File: config.mk
export PLATFORM = sky130hd
export DESIGN_NAME = multi_channel_debouncer_flat
export DESIGN_NICKNAME = d
export VERILOG_FILES = /design/src/rtl/multi_channel_debouncer_if.sv /design/src/rtl/multi_channel_debouncer.sv /design/src/flat_wrapper.sv
export SDC_FILE = /design/constraint.sdc
export NUM_CORES = 1
export LEC_CHECK = 0
export BUFFER_PORTS_ARGS = -buffer_cell sky130_fd_sc_hd__clkbuf_2
export CAP_MARGIN = 20
export CORE_MARGIN = 2
export CORE_UTILIZATION = 30
export DETAILED_ROUTE_END_ITERATION = 8
export GPL_ROUTABILITY_DRIVEN = 0
export GPL_TIMING_DRIVEN = 1
export SETUP_SLACK_MARGIN = 0.15
export SYNTH_ARGS = -nofsm -noshare
export SYNTH_HDL_FRONTEND = slang
export SYNTH_SLANG_ARGS = --single-unit
File: constraint.sdc
create_clock -name clk -period 3 [get_ports clk]
set_input_delay 0.45 -clock clk [delete_from_list [all_inputs] [get_ports clk]]
set_output_delay 0.45 -clock clk [all_outputs]
set_load 0.005 [all_outputs]
File: src/rtl/multi_channel_debouncer_if.sv
// Debouncer data-path bundle: raw inputs and enable in, filtered levels, edge pulses and aggregate flags out.
// No flow control; master drives inputs, slave (the debouncer) drives outputs.
interface multi_channel_debouncer_if #(
  parameter int WIDTH = 4
);
  logic [WIDTH-1:0] sig_in;
  logic             enable;
  logic [WIDTH-1:0] sig_out;
  logic [WIDTH-1:0] rise_pulse;
  logic [WIDTH-1:0] fall_pulse;
  logic             key_pressed;
  logic             multi_pressed;

  modport master (
    output sig_in, enable,
    input  sig_out, rise_pulse, fall_pulse, key_pressed, multi_pressed
  );

  modport slave (
    input  sig_in, enable,
    output sig_out, rise_pulse, fall_pulse, key_pressed, multi_pressed
  );
endinterface

File: src/rtl/multi_channel_debouncer.sv
// WIDTH-channel synchronise-and-debounce filter with press/release pulses and pressed/multi-pressed flags.
// Latency SYNC_STAGES+STABLE_CYCLES edges per accepted level; no backpressure, enable=0 freezes outputs.
module multi_channel_debouncer #(
  parameter int WIDTH         = 4,
  parameter int STABLE_CYCLES = 16,
  parameter int SYNC_STAGES   = 2,
  parameter int ACTIVE_HIGH   = 1
) (
  input  logic                         clk,
  input  logic                         reset,
  multi_channel_debouncer_if.slave     bus
);

  localparam int               CW       = $clog2(STABLE_CYCLES) + 1;
  localparam logic [CW-1:0]    CNT_LAST = CW'(STABLE_CYCLES - 1);
  // Reset value for the synchroniser is the inactive raw level, so no false press on release.
  localparam logic [WIDTH-1:0] INACTIVE = {WIDTH{ACTIVE_HIGH == 0}};

  logic [WIDTH-1:0] sync_q [SYNC_STAGES];
  logic [WIDTH-1:0] sync_d [SYNC_STAGES];
  logic [CW-1:0]    cnt_q  [WIDTH];
  logic [CW-1:0]    cnt_d  [WIDTH];
  logic [WIDTH-1:0] sig_out_q, sig_out_d;
  logic [WIDTH-1:0] rise_q, rise_d;
  logic [WIDTH-1:0] fall_q, fall_d;
  logic [WIDTH-1:0] syn;
  logic             key_c;
  logic             multi_c;

  always_comb begin
    sync_d[0] = bus.sig_in;
    for (int s = 1; s < SYNC_STAGES; s++) begin
      sync_d[s] = sync_q[s-1];
    end
  end

  assign syn = (ACTIVE_HIGH != 0) ? sync_q[SYNC_STAGES-1] : ~sync_q[SYNC_STAGES-1];

  always_comb begin
    sig_out_d = sig_out_q;
    rise_d    = '0;
    fall_d    = '0;
    for (int i = 0; i < WIDTH; i++) begin
      cnt_d[i] = cnt_q[i];
      if (!bus.enable || (syn[i] == sig_out_q[i])) begin
        cnt_d[i] = '0;
      end else if (cnt_q[i] == CNT_LAST) begin
        sig_out_d[i] = syn[i];
        cnt_d[i]     = '0;
        rise_d[i]    = syn[i];
        fall_d[i]    = ~syn[i];
      end else begin
        cnt_d[i] = cnt_q[i] + CW'(1);
      end
    end
  end

  always_ff @(posedge clk or negedge reset) begin
    if (!reset) begin
      for (int s = 0; s < SYNC_STAGES; s++) begin
        sync_q[s] <= INACTIVE;
      end
      for (int i = 0; i < WIDTH; i++) begin
        cnt_q[i] <= '0;
      end
      sig_out_q <= '0;
      rise_q    <= '0;
      fall_q    <= '0;
    end else begin
      for (int s = 0; s < SYNC_STAGES; s++) begin
        sync_q[s] <= sync_d[s];
      end
      for (int i = 0; i < WIDTH; i++) begin
        cnt_q[i] <= cnt_d[i];
      end
      sig_out_q <= sig_out_d;
      rise_q    <= rise_d;
      fall_q    <= fall_d;
    end
  end

  // Running OR catches the second set bit without a population count.
  always_comb begin
    key_c   = 1'b0;
    multi_c = 1'b0;
    for (int i = 0; i < WIDTH; i++) begin
      multi_c = multi_c | (key_c & sig_out_q[i]);
      key_c   = key_c | sig_out_q[i];
    end
  end

  assign bus.sig_out       = sig_out_q;
  assign bus.rise_pulse    = rise_q;
  assign bus.fall_pulse    = fall_q;
  assign bus.key_pressed   = key_c;
  assign bus.multi_pressed = multi_c;

endmodule

File: src/flat_wrapper.sv
// flat-port wrapper written by rule: the top's interface ports become plain ports
module multi_channel_debouncer_flat 
#(
  parameter int WIDTH         = 4,
  parameter int STABLE_CYCLES = 16,
  parameter int SYNC_STAGES   = 2,
  parameter int ACTIVE_HIGH   = 1
)
  (clk, reset, bus_sig_in, bus_enable, bus_sig_out, bus_rise_pulse, bus_fall_pulse, bus_key_pressed, bus_multi_pressed);
  multi_channel_debouncer_if #(.WIDTH(WIDTH)) bus_i ();
  input  logic clk;
  input  logic reset;
  input wire logic [$bits(bus_i.sig_in)-1:0] bus_sig_in;
  input wire logic [$bits(bus_i.enable)-1:0] bus_enable;
  output wire logic [$bits(bus_i.sig_out)-1:0] bus_sig_out;
  output wire logic [$bits(bus_i.rise_pulse)-1:0] bus_rise_pulse;
  output wire logic [$bits(bus_i.fall_pulse)-1:0] bus_fall_pulse;
  output wire logic [$bits(bus_i.key_pressed)-1:0] bus_key_pressed;
  output wire logic [$bits(bus_i.multi_pressed)-1:0] bus_multi_pressed;
  assign bus_i.sig_in = bus_sig_in;
  assign bus_i.enable = bus_enable;
  assign bus_sig_out = bus_i.sig_out;
  assign bus_rise_pulse = bus_i.rise_pulse;
  assign bus_fall_pulse = bus_i.fall_pulse;
  assign bus_key_pressed = bus_i.key_pressed;
  assign bus_multi_pressed = bus_i.multi_pressed;
  multi_channel_debouncer #(.WIDTH(WIDTH), .STABLE_CYCLES(STABLE_CYCLES), .SYNC_STAGES(SYNC_STAGES), .ACTIVE_HIGH(ACTIVE_HIGH)) u_core (.clk(clk), .reset(reset), .bus(bus_i));
endmodule
==> After elaboration in Yosys (flattened, before gate mapping) <==
Cells that the tools add are included.
W data, S select, Z words.
{ "classes": {"muxes": 24, "n_addsub": 4, "n_eq_ne": 8, "n_bitwise": 16, "reduce_logical": 9} }
{ "op_table": {"columns": ["operator", "n"], "rows": [
  ["$mux W5", 8],
  ["$add A5 B1 Y5 const B", 4],
  ["$eq A5 B4 Y1 const B", 4],
  ["$mux W1", 16],
  ["$not A1 Y1", 8],
  ["$reduce_and A2 Y1", 4],
  ["$or A1 B1 Y1", 5],
  ["$eq A1 B1 Y1", 4],
  ["$logic_or A1 B1 Y1", 4],
  ["$and A1 B1 Y1", 3],
  ["$logic_not A1 Y1", 1]
]} }
{ "word_totals": {"register_bits": 40, "inputBits": 7, "word_cells": 73} }

==> Logic depth before layout (Yosys ltp) <==
{ "depth": {"depth_word": 4, "depth_mapped": 4, "mapped_depth_nobuf": 4} }

==> Worst setup path after synthesis <==
Ideal clock, no wire load.
{ "synth_timing": {"path_kind": "reg2out", "from": "reg u_core.sig_out_q[1] (netlist: u_core.bus.sig_out[1])", "to": "out bus_multi_pressed", "arrival_time_ns": 0.894, "path_slack_ns": 1.656, "n_path_buf": 0, "stages_incl_launch_ff": 4, "path_cell_list": "dfrtp_1 maj3_1 nor2_1 nor2_1"} }
{ "synth_between": {"elab_chain_len": 4, "word_cells_on_any_way": 7, "cone_classes": "bitwise: 7"} }
{ "synth_rtl": {"columns": ["item", "line_no", "source"], "rows": [
  ["start: declaration", "multi_channel_debouncer.sv:23", "logic [WIDTH-1:0] sig_out_q, sig_out_d;"],
  ["start signal: assignment", "multi_channel_debouncer.sv:76", "sig_out_q <= sig_out_d;"],
  ["$or A1 B1 Y1", "multi_channel_debouncer.sv:88", "key_c = key_c | sig_out_q[i];"],
  ["$and A1 B1 Y1 / $or A1 B1 Y1 (equally long branches)", "multi_channel_debouncer.sv:87, multi_channel_debouncer.sv:88", null],
  ["$or A1 B1 Y1 / $and A1 B1 Y1 (equally long branches)", "multi_channel_debouncer.sv:87", "multi_c = multi_c | (key_c & sig_out_q[i]);"],
  ["$or A1 B1 Y1 *", "multi_channel_debouncer.sv:87", null],
  ["end: declaration", "flat_wrapper.sv:19", "output wire logic [$bits(bus_i.multi_pressed)-1:0] bus_multi_pressed;"]
]} }
Every way passes the cells marked *; elsewhere a longest branch is shown, timed or not.

==> Worst setup path in the final report <==
Ends and elaborated chain as after synthesis.

==> results_dict.tcl <==
set metrics [dict create \
    finalSetupTns_ps 0 \
    htreeDepth 2 \
    cts-root-buf "clkbuf_8" \
    rsz0062_at_grt "no" \
    avgSynthCellArea_um2 13.0 \
    required_ps 2550 \
    clk_latency_ps 290 \
    grt_max_degree 41 \
    status "completed" \
    use_met3_pct 2.49 \
    grt-busiest-layer "met2" \
    drtPass1Iterations 4 \
    cts_buffer_depth 2 \
    hold_violations 0 \
    dpl_cell_area_um2 1750 \
    skew_ps 5.13 \
    dr_total_vias 968 \
    p_per_area_nw_per_um2 569 \
    nets 157 \
    drc 0 \
    critPathLaunchType "register" \
    hold_end "u_core.sync_d[3]" \
    cts_resized 0 \
    setup_viol 0 \
    drive_gt1_share_pct 25.9 \
    seq_area_frac_synth_pct 63.9 \
    clkTransAtPathRegs_ps 80 \
    grt_pass1_wl_mm 4.48 \
    hp-class "in -> reg" \
    cts_setup_buffers 0 \
    path_delay_family "flip-flops" \
    synth_fp_nets 131 \
    path_max_fanout 5 \
    max_stage_delay_ps 430 \
    total_leakage_power_nw 0.926 \
    cpMaxStageDelayCell "dfrtp_1" \
    netlist_area_um2 1570 \
    crit_type "reg -> out" \
    n_antenna_cell 0 \
    hp-start "bus_sig_in[3]" \
    areaGrowthSynthToFinish_pct 19.7 \
    dr.first_iter.drc_count 51 \
    cap_violations 0 \
    postLayoutCellArea_um2 1870 \
    grt_usage_pct 9.86 \
    coreArea_um2 5070 \
    arrival_ps 1360 \
    ys_types 20 \
    critPathMostFrequentCell "nor2_1" \
    postRouteAntennaNets 0 \
    crit-reg2reg-launch "u_core.cnt_q[5]" \
    max_freq_mhz 554 \
    reg2reg_slack_ps 1610 \
    antenna_found_initial 0 \
    dpl.hpwl_mm 1.89 \
    ys_ff_latch 40 \
    cp_cell_sequence "maj3_1, nor2_1, nor2_1, clkbuf_2" \
    synthCells 120 \
    min_path_cells 1 \
    post-route-period-util_pct 60.2 \
    chipHeight_um 76.2 \
    post-route-min-period_ps 1810 \
    cts_hold_buf 0 \
    initial_utilization_pct 30.8 \
    port_buffers 20 \
    use_met2_pct 15.8 \
    drv_slew 0 \
    num_io_pins 21 \
    cp_num_buf_inv 1 \
    rows 26 \
    clock_sinks 40 \
    numCtsBuffers 5 \
    met1_usage_pct 11.5 \
    vias_per_cell 4.46 \
    gr-total-overflow 0 \
    ir_worst_vdd_mv 0.271 \
    tightestPinTransition_ps 948 \
    slew_headroom_pct 36.8 \
    end_kind "primary output" \
    r2r-end "u_core.bus.sig_out[2]" \
    grt_pass1_vias 996 \
    tritoncts "yes" \
    routed_wirelength_mm 2.65 \
    wl_per_cell_um 12.2 \
    dieArea_um2 5810 \
    synth_warnings 0 \
    rr_worst_depth 4 \
    fp.dieW_um 76.2 \
]
-- where the power goes --
part	switching (mW)	internal (mW)
clock	0.185	0.293
combinational	0.0223	0.00918
sequential	0.00829	0.549
total	0.215	0.852
-- how the worst max path moves through the flow --
| stage | from | to | slack (ps) | cells after the start |
|---|---|---|---|---|
| 2_1_floorplan | u_core.bus.sig_out[1] | bus_multi_pressed | 1660 | 3 |
| 3_3_place_gp | u_core.bus.sig_out[1] | bus_multi_pressed | 1510 | 4 |
| 3_5_place_dp | u_core.bus.sig_out[3] | bus_multi_pressed | 1520 | 4 |
| 4_1_cts | u_core.bus.sig_out[3] | bus_multi_pressed | 1180 | 4 |
| 5_1_grt | u_core.bus.sig_out[3] | bus_multi_pressed | 1100 | 4 |
| 6_report | u_core.bus.sig_out[1] | bus_multi_pressed | 1190 | 4 |
-- worst register-to-register path, cell delays in order (launching register included) --
cell and delay [ps]:
dfrtp_1 410, ha_1 250, and4b_1 220, nand2_1 100, mux2_4 300
-- cell type report --
type	instances	area, um^2
clock buffers	7	96.3
clock inverters	1	30.0
fillers	513	3200
multi-input cells	79	559
flip-flops and latches	40	1000
well taps	70	87.6
repair buffers	20	100
-- cells in the mapped netlist --
cell type | count | area share (%)
dfrtp_1 | 40 | 64
nor2_1 | 11 | 2.6
nand3_1 | 9 | 2.9
nand2_1 | 8 | 1.9
nor3_1 | 8 | 2.6
xor2_1 | 8 | 4.5
and3_1 | 6 | 2.4
and4b_1 | 4 | 2.6
ha_1 | 4 | 3.2
xnor2_1 | 4 | 2.2
and4_1 | 3 | 1.7
mux2_4 | 3 | 2.9
nand2_2 | 3 | 1.2
nor4_2 | 3 | 2.4
and2_1 | 1 | 0.40
buf_2 | 1 | 0.32
maj3_1 | 1 | 0.64
mux2_2 | 1 | 0.72
nand2b_1 | 1 | 0.40
nand4b_1 | 1 | 0.56
-- metal layers --
metal	up-vias	share of wire (%)
li1	469	-
met1	469	42
met2	21	51
met3	9	3.8
met4	0	3.2
met5	-	0
-- cell families after synthesis --
logic type / count (synthesis) / synth area share [%]
buf+inv: 1 / 0.319
xor+xnor: 12 / 6.71
simple gates: 58 / 21.6
mux: 4 / 3.60
fa+ha+maj: 5 / 3.84
flops: 40 / 63.9
-- registers in the layout, indices dropped and copies added, names as in the netlist --
name                   cells
u_core.syn                 4
u_core.bus.rise_pulse      4
u_core.bus.fall_pulse      4
u_core.sync_d              4
u_core.cnt_q              20
u_core.bus.sig_out         4
-- placed cells by master (no fill, tap or decap) --
cell / instances
nand4b_1: 1
maj3_1: 1
nand2_2: 3
dfrtp_1: 40
clkbuf_2: 20
xnor2_1: 4
nor2_1: 11
and2_1: 1
nor4_2: 3
nand2b_1: 1
and4_1: 3
bufinv_16: 1
and4b_1: 4
xor2_1: 8
mux2_4: 3
nand2_1: 8
mux2_2: 1
ha_1: 4
clkbuf_8: 7
nor3_1: 8
and3_1: 6
nand3_1: 9
-- stage by stage --
stage | hold slack, ps | util, % | setup slack (ps) | std cells | power, mW
after CTS | 255 | 36.9 | 1180 | 217 | 1.08
after detailed placement | 335 | 34.4 | 1520 | 209 | 0.601
final | 262 | 36.9 | 1190 | 217 | 1.07
after floorplan | 154 | - | 1660 | 120 | 0.581
after global routing | 253 | 36.9 | 1100 | 217 | 1.10
after global placement | 334 | 34.4 | 1510 | 209 | 0.599
Power figures use the tool's default switching activity.
